**src/rtl/aes_sched_pkg.sv**
```systemverilog
// Shared types and constants for the AES SPI link scheduler: FSM states, op encoding
// and the bit-counter width sized for the longest (Nk=8) job.
package aes_sched_pkg;

    localparam int unsigned AES_BLK_W = 128;
    localparam int unsigned CNT_W     = $clog2(AES_BLK_W + 8 * 32 + 1);

    typedef enum logic [2:0] {
        StIdle,
        StSend,
        StWait,
        StRecv,
        StResp
    } sched_state_e;

    typedef enum logic {
        OpEnc = 1'b0,
        OpDec = 1'b1
    } op_e;

endpackage

```
**src/rtl/aes_rr_arbiter.sv**
```systemverilog
// Two-way round-robin arbiter between the encrypt and decrypt clients. The priority
// pointer passes to the other client whenever accept_i pulses.
module aes_rr_arbiter (
    input  logic clk_i,
    input  logic rst_ni,
    input  logic req_enc_i,
    input  logic req_dec_i,
    input  logic accept_i,
    output logic gnt_enc_o,
    output logic gnt_dec_o
);

    // prio_q = 1 means the decrypt client wins a tie.
    logic prio_q, prio_d;

    always_comb begin
        gnt_enc_o = req_enc_i && (!req_dec_i || !prio_q);
        gnt_dec_o = req_dec_i && (!req_enc_i || prio_q);
        prio_d    = prio_q;
        if (accept_i) begin
            prio_d = gnt_enc_o;
        end
    end

    always_ff @(posedge clk_i or negedge rst_ni) begin
        if (!rst_ni) begin
            prio_q <= 1'b0;
        end else begin
            prio_q <= prio_d;
        end
    end

endmodule

```
**src/rtl/aes_spi_scheduler.sv**
```systemverilog
// Sole master of the bit-serial AES SPI link: arbitrates encrypt/decrypt jobs, shifts out
// {data, key}, collects the 128-bit result. Optional WAIT timeout via AES_SCHED_TIMEOUT_EN.
module aes_spi_scheduler
    import aes_sched_pkg::*;
#(
    parameter int unsigned Nk      = 4,
    parameter int unsigned TIMEOUT = 1024
) (
    input  logic                 clk,
    input  logic                 rst,
    input  logic                 enc_valid,
    output logic                 enc_ready,
    input  logic [127:0]         enc_data,
    input  logic [Nk*32-1:0]     enc_key,
    input  logic                 dec_valid,
    output logic                 dec_ready,
    input  logic [127:0]         dec_data,
    input  logic [Nk*32-1:0]     dec_key,
    output logic                 resp_valid,
    input  logic                 resp_ready,
    output logic [127:0]         resp_data,
    output logic                 resp_is_dec,
    output logic                 resp_err,
    output logic                 cs_enc_n,
    output logic                 cs_dec_n,
    output logic                 mosi,
    input  logic                 miso,
    output logic                 busy
);

    localparam int unsigned ShW = AES_BLK_W + Nk * 32;

    sched_state_e           state_q, state_d;
    logic [ShW-1:0]         sreg_q, sreg_d;
    logic [CNT_W-1:0]       cnt_q, cnt_d;
    op_e                    op_q, op_d;
    logic [AES_BLK_W-1:0]   rdata_q, rdata_d;
    logic                   gnt_enc, gnt_dec, accept, link_active;

`ifdef AES_SCHED_TIMEOUT_EN
    localparam int unsigned TmoW = $clog2(TIMEOUT + 1);
    logic [TmoW-1:0]        tmo_q, tmo_d;
    logic                   err_q, err_d;
`else
    logic                   unused_tmo;
    assign unused_tmo = ^32'(TIMEOUT);
`endif

    aes_rr_arbiter u_arb (
        .clk_i     (clk),
        .rst_ni    (rst),
        .req_enc_i (enc_valid),
        .req_dec_i (dec_valid),
        .accept_i  (accept),
        .gnt_enc_o (gnt_enc),
        .gnt_dec_o (gnt_dec)
    );

    assign enc_ready = (state_q == StIdle) && gnt_enc;
    assign dec_ready = (state_q == StIdle) && gnt_dec;
    assign accept    = (enc_valid && enc_ready) || (dec_valid && dec_ready);

    always_comb begin
        state_d = state_q;
        sreg_d  = sreg_q;
        cnt_d   = cnt_q;
        op_d    = op_q;
        rdata_d = rdata_q;
`ifdef AES_SCHED_TIMEOUT_EN
        tmo_d   = '0;
        err_d   = err_q;
`endif
        unique case (state_q)
            StIdle: begin
                if (accept) begin
                    op_d    = gnt_dec ? OpDec : OpEnc;
                    sreg_d  = gnt_dec ? {dec_data, dec_key} : {enc_data, enc_key};
                    cnt_d   = '0;
`ifdef AES_SCHED_TIMEOUT_EN
                    err_d   = 1'b0;
`endif
                    state_d = StSend;
                end
            end
            StSend: begin
                sreg_d = {sreg_q[ShW-2:0], 1'b0};
                cnt_d  = cnt_q + 1'b1;
                if (cnt_q == CNT_W'(ShW - 1)) begin
                    cnt_d   = '0;
                    state_d = StWait;
                end
            end
            StWait: begin
                if (miso) begin
                    state_d = StRecv;
`ifdef AES_SCHED_TIMEOUT_EN
                end else if (tmo_q == TmoW'(TIMEOUT - 1)) begin
                    err_d   = 1'b1;
                    rdata_d = '0;
                    state_d = StResp;
                end else begin
                    tmo_d = tmo_q + 1'b1;
`endif
                end
            end
            StRecv: begin
                rdata_d = {rdata_q[AES_BLK_W-2:0], miso};
                cnt_d   = cnt_q + 1'b1;
                if (cnt_q == CNT_W'(AES_BLK_W - 1)) begin
                    cnt_d   = '0;
                    state_d = StResp;
                end
            end
            StResp: begin
                if (resp_ready) begin
                    state_d = StIdle;
                end
            end
            default: state_d = StIdle;
        endcase
    end

    always_ff @(posedge clk or negedge rst) begin
        if (!rst) begin
            state_q <= StIdle;
            sreg_q  <= '0;
            cnt_q   <= '0;
            op_q    <= OpEnc;
            rdata_q <= '0;
`ifdef AES_SCHED_TIMEOUT_EN
            tmo_q   <= '0;
            err_q   <= 1'b0;
`endif
        end else begin
            state_q <= state_d;
            sreg_q  <= sreg_d;
            cnt_q   <= cnt_d;
            op_q    <= op_d;
            rdata_q <= rdata_d;
`ifdef AES_SCHED_TIMEOUT_EN
            tmo_q   <= tmo_d;
            err_q   <= err_d;
`endif
        end
    end

    // Only the latched client's select may go low, so both are never low together.
    assign link_active = state_q inside {StSend, StWait, StRecv};
    assign cs_enc_n    = !(link_active && (op_q == OpEnc));
    assign cs_dec_n    = !(link_active && (op_q == OpDec));
    assign mosi        = (state_q == StSend) ? sreg_q[ShW-1] : 1'b0;
    assign busy        = (state_q != StIdle);
    assign resp_valid  = (state_q == StResp);
    assign resp_data   = rdata_q;
    assign resp_is_dec = (op_q == OpDec);
`ifdef AES_SCHED_TIMEOUT_EN
    assign resp_err    = err_q;
`else
    assign resp_err    = 1'b0;
`endif

endmodule
```
**config.mk**
```make
export PLATFORM = sky130hd
export DESIGN_NAME = aes_spi_scheduler
export DESIGN_NICKNAME = d
export VERILOG_FILES = /design/src/rtl/aes_sched_pkg.sv /design/src/rtl/aes_rr_arbiter.sv /design/src/rtl/aes_spi_scheduler.sv
export SDC_FILE = /design/constraint.sdc
export NUM_CORES = 1
export LEC_CHECK = 0
export CAP_MARGIN = 20
export CORE_MARGIN = 10
export CORE_UTILIZATION = 24
export CTS_BUF_LIST = sky130_fd_sc_hd__clkbuf_4 sky130_fd_sc_hd__clkbuf_8 sky130_fd_sc_hd__clkbuf_16
export DETAILED_ROUTE_END_ITERATION = 16
export PLACE_DENSITY = 0.55
export SYNTH_ARGS = -nofsm -noshare
export SYNTH_HDL_FRONTEND = slang
export SYNTH_SLANG_ARGS = --single-unit
```
**constraint.sdc**
```tcl
create_clock -name clk -period 2 [get_ports clk]
set_clock_uncertainty 0.2 [all_clocks]
set_input_delay 0.4 -clock clk [delete_from_list [all_inputs] [get_ports clk]]
set_output_delay 0.4 -clock clk [all_outputs]
set_load 0.03 [all_outputs]
```
# Word-level counts from Yosys, hierarchy flattened
# Cells that the tools add are included.
# W data, S select, Z words.
# classes
muxes,15
n_shift,0
reduce_logical,25
div_mod_pow,0
n_addsub,1
multipliers,0
eq_ne,11
n_lt_le_gt_ge,0
bitwise_logic,1
# op_table
operator,n
$mux W256,2
$pmux W256 S2,1
$mux W9,3
$pmux W9 S3,1
$mux W3,5
$pmux W3 S5,1
$add A9 B1 Y9 const B,1
$eq A9 B7 Y1 const B,1
$eq A9 B8 Y1 const B,1
$reduce_bool A3 Y1,3
$logic_and A1 B1 Y1,8
$ne A2 B2 Y1 const B,4
$eq A3 B2 Y1 const B,2
$reduce_and A2 Y1,3
$logic_not A1 Y1,5
$reduce_and A5 Y1,1
$eq A3 B1 Y1 const B,1
$eq A3 B3 Y1 const B,1
$logic_not A3 Y1,1
$logic_or A1 B1 Y1,3
$mux W1,2
$ne A2 B1 Y1 const B,1
$reduce_bool A2 Y1,1
$not A1 Y1,1
# totals
inputBits,518
ff_bits,398
n_memories,0
ram_bits,0
elab_cells,59
latchBits,0
output_inout_bits,137
romBits,0

# Depth between registers and ports, before layout
# Gate-level depths: netlist of the first run.
# logic_depth
word_depth,8
depth_mapped,10
ltp_nobuf,10

# By module
# From an unflattened synthesis of the first run, not the netlist that was laid out.
# hier_totals
cells_unflattened,1950
hier_area_um2,19645.1
# by_module_without_submodules
mod,seq_area_each_um2,instances,cells_each,area_each_um2
aes_spi_scheduler,9934.5,1,1945,19582.5
aes_rr_arbiter,25.0,1,5,62.6

# Worst setup path after synthesis of the first run
# No wires, ideal clock.
# synth_path
path_kind,register -> register
from,register cnt_q[0]
to,register cnt_q[6]
t_required_ps,1736
path_buffers,0
setup_time_ps,64
arrival_time_ps,1933
path_stages_with_launch,11
slack_ps,-197
period_less_slack_ps,2197
cell_sequence,dfrtp_1 > ha_1 > nand3_1 > nor2_1 > nand3_1 > inv_1 > ha_1 > nor4b_2 > nor2_1 > nor4_1 > a21o_1
# synth_between
elab_chain_cells,3
elab_cells_between_ends,6
cone_classes,add/sub (1); eq/ne (2); mux (3)
# synth_rtl
item,line,text
"start, declared",aes_spi_scheduler.sv:35,"logic [CNT_W-1:0] cnt_q, cnt_d;"
"start signal, assigned",aes_spi_scheduler.sv:137,cnt_q <= cnt_d;
"$add A9 B1 Y9, or another cell as far along","aes_spi_scheduler.sv:87, aes_spi_scheduler.sv:108",
$mux W9 (on tied branches),"aes_spi_scheduler.sv:109, aes_spi_scheduler.sv:88",
$pmux W9 S3 *,aes_spi_scheduler.sv:73,unique case (state_q)
# Mark *: on every way between the ends. The rest lies on a longest branch, timed or not.
# A chain may end at the register's enable or synchronous reset.

# Final worst setup path of the first run
# layout_path
from,register state_q[2]
to,output port mosi
# layout_between
elab_chain_cells,2
# layout_rtl
item,line,text
"start, declared",aes_spi_scheduler.sv:33,"sched_state_e state_q, state_d;"
"start signal, assigned",aes_spi_scheduler.sv:125,state_q <= StIdle;
"start signal, assigned",aes_spi_scheduler.sv:135,state_q <= state_d;
$eq A3 B1 Y1,aes_spi_scheduler.sv:151,assign mosi = (state_q == StSend) ? sreg_q[ShW-1] : 1'b0;
$mux W1,aes_spi_scheduler.sv:151,
"end, declared",aes_spi_scheduler.sv:26,"output logic mosi,"
# No other way between the ends.

==> qor.csv, run 1 <==
metric;value;unit
design_area;39900;um^2
path_delay_family;flip-flops;
worst_min_delay_path_class;input pin to asynchronous set/reset pin;
syn_avg_cell_area;9.33;um^2
final-max-slew-violation-count;0;
place.detailed.hpwl;64500;um
placeableCoreArea;91800;um^2
number_of_flops_mapped_to_enable_cells_by_yosys;0;
total_standard_cell_area_after_synthesis;22200;um^2
placed_area;32100;um^2
finalNetCount;3830;
end_kind;output pin;
violated_checks;setup timing;
postLayoutSetupSlackWorst;-0.441;ns
grt_first_pass_wirelength;135000;um
fp.dieArea;105000;um^2
worst_slew_pin_slew;0.494;ns
finalHoldViolations;0;
timing.reg2reg.setup_slack;-0.36;ns
drt_pass1_iterations;8;
layout_common_cells;nand2_1 (566), clkdlybuf4s50_1 (515), dfrtp_1 (395);
most_frequent_standard_cell_in_the_layout_excluding_fill_and_tap_cells;nand2_1;
worst_ep_required_time;1.40;ns
synth-warning-count;0;
port_buffers;653;
ff_latch_count_synth;398;
drtIter0Drc;1297;
outcome;complete, but fails checks;
vdd_drop_max;580;uV
final_cell_count_no_fill;4586;
dr_total_vias;21800;
worst_ep_arrival_time;1.84;ns
placed_cells_incl_taps;4358;
ys_top_cells_by_area;dfrtp_1 (45%), o31ai_2 (13%), nand2_1 (11%);
gp_congestion;0.845;
setup_viol_count_final;265;
rr_worst_depth;8;
placement_rows;111;
crit_buf_inv;3;
grt.total_usage;16.5;%
drt-vias-per-instance;4.75;
cts.sinks;398;
synthDominantAreaCellType;dfrtp_1;
grt_pass1_vias;21600;
setup_repair_after_global_routing_missed_its_margin;yes;
cts_tree;built;
grt_antenna_before_repair;9;
fmax;410;MHz
synth_largest_type_area_fraction;44.9;%
filler_cell_count;8682;
drive_above_1_share;37.1;%
post-route-drc-count;0;
critical_path.startpoint_type;register;
r2r-start;state_q[2];
gate_count_post_synth;2380;
layout_min_cycle_time;2.44;ns
cp_cell_sequence;buf_4, nor3b_4, buf_12, and2_4, buf_6;
numCtsBuffers;47;
start_util;24.2;%
critical_path_peak_fanout;3;
synth_cell_types;43;
synth_fp_nets;2901;
seq_area_frac_synth;44.9;%
cp_num_cells;5;
cp_slowest_cell;dfrtp_2;
synth-main-ff-cell;dfrtp_1;
leakagePower;16.8;nW
ctsHtreeMaxLevel;2;
boundaryPins;655;
crit_type;register to output pin;
largest_net_degree_at_the_start_of_global_routing;77;
max_slew_margin;66.8;%
maxCapViolCount;0;
clk_latency;0.59;ns
syn_to_final_growth;79.9;%
synth_async_sr_flop_share;100;%
cts-root-to-sink-buffers;3;
clock_tree.root_cell;clkbuf_16;
global_route.overflow_total;0;
floorplan.die.height;324;um
path_clk_slew;0.06;ns
wire_per_inst;21.8;um
pwr_density_cell;800;nW/um^2
regToRegEndpoint;sreg_q[162];
die_x;324;um
timing.final.crit_share;122;%
drt_wl_total;99800;um
final_antenna_net_count;0;
critical-path-max-stage-delay;0.43;ns
[repair_timing]
item,4_1_cts,5_1_grt
gates resized for setup,621,463
pin swaps,123,33
cloned,30,68
hold endpoints to repair,369,0
setup buffers,43,31
hold buffers,2,0
setup endpoints to repair,329,317
[cells by family (layout without fill, tap and decap cells)]
family | count (synthesis) | after routing | synth area share (%)
buffers and inverters | 238 | 1199 | 5.22
AND/OR/NAND/NOR | 1202 | 1202 | 26.5
flip-flops | 398 | 398 | 44.9
AO/OA/AOI/OAI | 537 | 537 | 23.2
other | 1 | 3 | 0.0169
adder cells (fa/ha/maj) | 3 | 3 | 0.169
multiplexers | 1 | 1 | 0.0451
[final cells by class]
class / count / area [um^2] / area share, %
diodes: 2 / 5.00 / 0.0125
flip-flops and latches: 398 / 9960 / 24.9
inverters: 5 / 22.5 / 0.0564
well taps: 1243 / 1560 / 3.89
clock inverters: 14 / 236 / 0.592
multi-input cells: 1744 / 13800 / 34.5
repair buffers: 1113 / 13000 / 32.5
clock buffers: 67 / 1410 / 3.52
[worst reg2reg max path: stages, from the launching register on]
cell       delay, ns
dfrtp_2         0.43
buf_4           0.15
buf_4           0.15
or3_4           0.42
buf_12          0.17
buf_6           0.13
clkbuf_16       0.17
clkbuf_16       0.19
o31ai_4         0.24
[per-layer routing]
layer / vias up / GRT usage, % / routed length (um)
li1: 10300 / - / -
met4: 14 / 4.53 / 2800
met1: 10700 / 20.0 / 40500
met2: 612 / 29.0 / 50500
met3: 138 / 3.77 / 5970
met5: - / 0 / 114
[cell usage after synthesis, types with 2 or more instances]
library cell	number
nor4_1	2
buf_4	7
nor3_1	2
inv_1	5
nor2b_1	3
buf_2	30
o22ai_1	4
nand2_1	659
nor2_1	265
o21ai_0	6
clkbuf_1	151
buf_6	27
o21bai_1	2
o31ai_1	27
dfrtp_1	398
ha_1	3
a21oi_1	4
a211oi_1	255
buf_1	18
o31ai_2	230
and2_1	2
and3b_1	256
nand3_1	3
nand2b_1	2
[worst max path at each step]
| stage | from | endpoint | slack [ns] |
|---|---|---|---|
| after floorplan | cnt_q[1] | cnt_q[6] | -0.09 |
| after global placement | enc_valid | sreg_q[54] | -0.71 |
| after detailed placement | enc_valid | sreg_q[127] | -0.73 |
| after CTS | state_q[2] | dec_ready | -0.44 |
| after global routing | state_q[2] | mosi | -0.51 |
| final | state_q[2] | mosi | -0.44 |
[power by group]
part	total [W]	switching, W	leakage (nW)	internal, W
logic	0.0114	0.00483	11.1	0.00653
clock network	0.00918	0.00364	0.824	0.00555
registers	0.0114	0.00135	4.86	0.0100
[state kept, by name, summed over array words and instances (netlist names)]
register      count
resp_is_dec       1
cnt_q             9
state_q           3
sreg_q          256
resp_data       128
u_arb.prio_q      1
[per-stage QoR]
step	setup TNS [ns]	total power [W]	hold slack, ns	setup WS [ns]	utilization, %
CTS	-49.02	0.0301	0.122	-0.443	39.4
floorplan	-0.0876	0.0157	-0.0956	-0.0876	-
global route	-75.92	0.0335	0.129	-0.513	43.5
global placement	-131.47	0.0190	0.158	-0.711	35.0
finish	-65.19	0.0319	0.138	-0.441	43.5
detailed placement	-133.98	0.0191	0.156	-0.731	35.0
(Power assumes the default switching activity.)
==> inputs of run 2 (changes only) <==
--- a/config.mk
+++ b/config.mk
@@ -9,6 +9,7 @@
 export CORE_MARGIN = 10
 export CORE_UTILIZATION = 24
 export CTS_BUF_LIST = sky130_fd_sc_hd__clkbuf_4 sky130_fd_sc_hd__clkbuf_8 sky130_fd_sc_hd__clkbuf_16
+export CTS_CLUSTER_SIZE = 8
 export DETAILED_ROUTE_END_ITERATION = 16
 export PLACE_DENSITY = 0.55
 export SYNTH_ARGS = -nofsm -noshare
==> run 2 against run 1 <==
Net effect: critical path depth is the same; sequential power grew 8%; largest power group unchanged; non-clock buffer count grew 50; clock power shrank 4.1%; largest cell class unchanged; the flow still finishes with violations (setup timing); maximum frequency shrank 0.12%; combinational power grew 4%; clock-buffer cell count shrank 4; die area is the same; via count grew 1.3%; setup slack lost 0.0028 ns.
==> qor.csv, run 2 (synthesis results as in run 1) <==
metric;value;unit
outcome;complete, but fails checks;
violated_checks;setup timing;
final-max-slew-violation-count;0;
cts-root-to-sink-buffers;3;
grt_antenna_before_repair;8;
grt.total_usage;17.3;%
worst_min_delay_path_class;input pin to asynchronous set/reset pin;
cts_tree;built;
drtIter0Drc;1225;
finalPower;0.0329;W
finalNetCount;3889;
route.met3.wl;6310;um
drive_above_1_share;43.0;%
setup_repair_after_global_routing_missed_its_margin;yes;
syn_to_final_growth;89.0;%
crit_type;register to output pin;
vdd_drop_max;736;uV
placement_rows;111;
critical_path.startpoint_type;register;
end_kind;output pin;
gp_congestion;0.845;
wire_per_inst;22.5;um
final_antenna_net_count;0;
most_frequent_standard_cell_in_the_layout_excluding_fill_and_tap_cells;nand2_1;
leakagePower;17.7;nW
worst_ep_required_time;1.40;ns
pwr_density_cell;784;nW/um^2
die_x;324;um
placeableCoreArea;91800;um^2
layout_common_cells;nand2_1 (562), clkdlybuf4s50_1 (515), dfrtp_1 (395);
port_buffers;653;
floorplan.die.height;324;um
timing.final.crit_share;122;%
cts.sinks;398;
fp.dieArea;105000;um^2
wl_met1;42000;um
critical-path-max-stage-delay;0.44;ns
setup_viol_count_final;403;
maxCapViolCount;0;
worst_ep_arrival_time;1.84;ns
final_core_util;45.7;%
fmax;409;MHz
finalHoldViolations;0;
max_slew_margin;58.4;%
largest_net_degree_at_the_start_of_global_routing;77;
flip_flop_count_of_the_largest_register_after_layout;256;
drt_wl_total;104000;um
wl_met2;53100;um
ctsHtreeMaxLevel;2;
clock_tree.root_cell;clkbuf_16;
placed_cells_incl_taps;4358;
registers.top_by_ff_count;sreg_q;
layout_min_cycle_time;2.44;ns
cp_cell_sequence;buf_4, nor3b_4, buf_12, and2_4, buf_6;
global_route.overflow_total;0;
drt-vias-per-instance;4.77;
final_cell_count_no_fill;4621;
grt_pass1_vias;22400;
filler_cell_count;8366;
drt_pass1_iterations;7;
final.hold.worst_slack;0.126;ns
postLayoutSetupSlackWorst;-0.444;ns
multi_input_comb_area;14700;um^2
path_clk_slew;0.06;ns
post-route-drc-count;0;
tns;-100.37;ns
numCtsBuffers;56;
start_util;24.2;%
place.detailed.hpwl;64500;um
top_layer_used;met5;
seqCellArea;9960;um^2
cp_slowest_cell;dfrtp_2;
critical_path_peak_fanout;4;
clk_latency;0.61;ns
grt_first_pass_wirelength;140000;um
dr_total_vias;22100;
boundaryPins;655;
worst_slew_pin_slew;0.620;ns
==> run 2: through the flow <==
stage	instance area (um^2)	setup WS, ns
floorplan	22200	-0.0876
global placement	32100	-0.711
detailed placement	32100	-0.731
CTS	37600	-0.455
global route	42000	-0.529
finish	42000	-0.444
==> run 2: report_power, final <==
| group | internal, W | total (W) | switching (W) |
|---|---|---|---|
| logic | 0.00717 | 0.0118 | 0.00464 |
| registers | 0.0100 | 0.0123 | 0.00224 |
| clock network | 0.00512 | 0.00880 | 0.00368 |
| total | 0.0223 | 0.0329 | 0.0106 |
==> run 2: path summary, 6_finish.rpt <==
check                          startpoint             end  slack, ns  depth (start not counted)
max                            state_q[1]            mosi      -0.44                          5
min                                   rst     sreg_q[173]       0.13                          2
max reg2reg                    state_q[2]     sreg_q[215]      -0.39                          9
min reg2reg                resp_data[127]  resp_data[127]       0.27                          2
max in group asynchronous             rst   resp_data[17]       0.75                          4
min in group clk                     miso    resp_data[0]       0.17                          3
==> run 2: final cells by class <==
class,count,share of cell area (%)
Multi-Input combinational cell,1744,35.1
Timing Repair Buffer,1163,33.7
Sequential cell,398,23.7
Tap cell,1243,3.71
Clock buffer,63,3.51
Clock inverter,3,0.182
Inverter,5,0.0537
Antenna cell,2,0.0119
==> run 2: worst max-delay path: cells and delay by family, from the launching register on <==
family	cells	cell delay [ns]
DFF	1	0.44
and+or+nand+nor	2	0.38
buffers and inverters	3	0.42
==> run 2: routing by layer <==
layer  GRT usage [%]  up-vias
li1                -    10400
met1            21.0    10900
met2            30.0      601
met3            4.05      139
met4            4.94       14
met5               0        -
==> run 2: timing repair <==
action,CTS,global route
resized for setup,778,771
setup buffers,64,49
hold buffers,2,0
endpoints found under the setup margin,332,408
gates cloned,63,46
pin swaps,79,155
endpoints found under the hold margin,390,0
==> inputs of run 3 (changes only) <==
--- a/config.mk
+++ b/config.mk
@@ -12,6 +12,7 @@
 export CTS_CLUSTER_SIZE = 8
 export DETAILED_ROUTE_END_ITERATION = 16
 export PLACE_DENSITY = 0.55
+export SKIP_CTS_REPAIR_TIMING = 1
 export SYNTH_ARGS = -nofsm -noshare
 export SYNTH_HDL_FRONTEND = slang
 export SYNTH_SLANG_ARGS = --single-unit
==> constraint.sdc (replaced) <==
create_clock -name clk -period 2.1 [get_ports clk]
set_clock_uncertainty 0.2 [all_clocks]
set_input_delay 0.42 -clock clk [delete_from_list [all_inputs] [get_ports clk]]
set_output_delay 0.42 -clock clk [all_outputs]
set_load 0.03 [all_outputs]
==> run 3 against run 2 <==
Net effect: the run still ends with setup timing left; via count down 5.8%; final area decreased by 14%; hold slack lost 0.048 ns; setup slack improved by 0.073 ns; global-route usage is 2.0 points lower; critical path depth down 1; non-clock buffer count down 166; clock power decreased by 3.8%; sequential power decreased by 13%; power down 14%; largest cell class unchanged.
==> qor.csv, run 3 (synthesis results as in run 1) <==
metric;value;unit
outcome;complete, but fails checks;
violated_checks;setup timing;
cts.sinks;398;
most_frequent_standard_cell_in_the_layout_excluding_fill_and_tap_cells;nand2_1;
layout_common_cells;nand2_1 (658), clkdlybuf4s50_1 (515), dfrtp_1 (395);
grt_antenna_before_repair;14;
design_area;36100;um^2
finalNetCount;3723;
fp.dieArea;105000;um^2
place.detailed.hpwl;64000;um
placement_rows;111;
clock_tree.root_cell;clkbuf_16;
numCtsBuffers;56;
postLayoutSetupSlackWorst;-0.371;ns
clk_latency;0.64;ns
final_antenna_net_count;0;
critical_path.startpoint_type;register;
wire_per_inst;20.5;um
port_buffers;653;
placed_area;32000;um^2
placeableCoreArea;91800;um^2
pwr_density_cell;783;nW/um^2
ctsHtreeMaxLevel;2;
maxCapViolCount;0;
gp_congestion;0.814;
drt_wl_total;91300;um
drive_above_1_share;27.1;%
crit_type;register to output pin;
boundaryPins;655;
final.hold.worst_slack;0.0782;ns
flip_flop_count_of_the_largest_register_after_layout;256;
critical_path_peak_fanout;6;
tns;-20.89;ns
finalHoldViolations;0;
cts-root-to-sink-buffers;3;
grt_first_pass_wirelength;127000;um
path_clk_slew;0.05;ns
drt-vias-per-instance;4.66;
global_route.overflow_total;0;
end_kind;output pin;
floorplan.die.height;324;um
fmax;405;MHz
post-route-drc-count;0;
largest_net_degree_at_the_start_of_global_routing;87;
timing.final.crit_share;118;%
vdd_drop_max;590;uV
worst_ep_required_time;1.48;ns
die_x;324;um
registers.top_by_ff_count;sreg_q;
leakagePower;17.4;nW
setup_viol_count_final;248;
filler_cell_count;9101;
layout_min_cycle_time;2.47;ns
worst_min_delay_path_class;input pin to asynchronous set/reset pin;
start_util;24.2;%
final-max-slew-violation-count;0;
grt_pass1_vias;20900;
cts_tree;built;
placement.setup.worst_slack;-0.784;ns
worst_ep_arrival_time;1.85;ns
grt.total_usage;15.3;%
syn_to_final_growth;62.4;%
drt_pass1_iterations;5;
dr_total_vias;20800;
drtIter0Drc;1252;
setup_repair_after_global_routing_missed_its_margin;yes;
[run 3: stage by stage]
step	utilization, %	total power [W]	cells
2_1_floorplan	-	0.0150	2380
3_3_place_gp	34.8	0.0182	4329
3_5_place_dp	34.8	0.0183	4329
4_1_cts	36.5	0.0270	4395
5_1_grt	39.3	0.0298	4459
6_report	39.3	0.0282	4461
[run 3: report_power, final]
| part | leakage, nW | switching [W] | internal [W] |
|---|---|---|---|
| clock | 0.766 | 0.00353 | 0.00494 |
| combinational | 11.8 | 0.00398 | 0.00510 |
| sequential | 4.86 | 0.00113 | 0.00956 |
[run 3: path summary, 6_finish.rpt]
path | start | to | slack [ns] | cells past startpoint
hold / removal | rst | sreg_q[186] | 0.08 | 2
hold reg to reg | resp_data[127] | resp_data[127] | 0.28 | 2
setup / recovery | state_q[2] | mosi | -0.37 | 4
min in group clk | dec_valid | resp_is_dec | 0.20 | 4
max in group asynchronous | rst | sreg_q[24] | 0.85 | 4
setup reg to reg | state_q[2] | sreg_q[102] | -0.21 | 7
[run 3: final cells by class]
type	instances	area, um^2	area share, %
Antenna cell	8	20.0	0.0555
Clock buffer	62	1450	4.01
Clock inverter	4	120	0.333
Inverter	5	18.8	0.0520
Multi-Input combinational cell	1744	12200	33.8
Sequential cell	398	9960	27.6
Tap cell	1243	1560	4.31
Timing Repair Buffer	997	10700	29.8
[run 3: per-layer routing]
metal | routed length, um | GRT usage, % | vias up
met2 | 45800 | 26.1 | 558
met5 | 63 | 0 | -
li1 | - | - | 9968
met3 | 5040 | 3.41 | 123
met1 | 38100 | 19.4 | 10100
met4 | 2270 | 3.64 | 10
[run 3: worst max-delay path, cell delays in order, from the launching register on]
cell     delay, ns
dfrtp_2       0.47
nor3b_4       0.34
buf_12        0.15
and2_4        0.13
buf_6         0.12
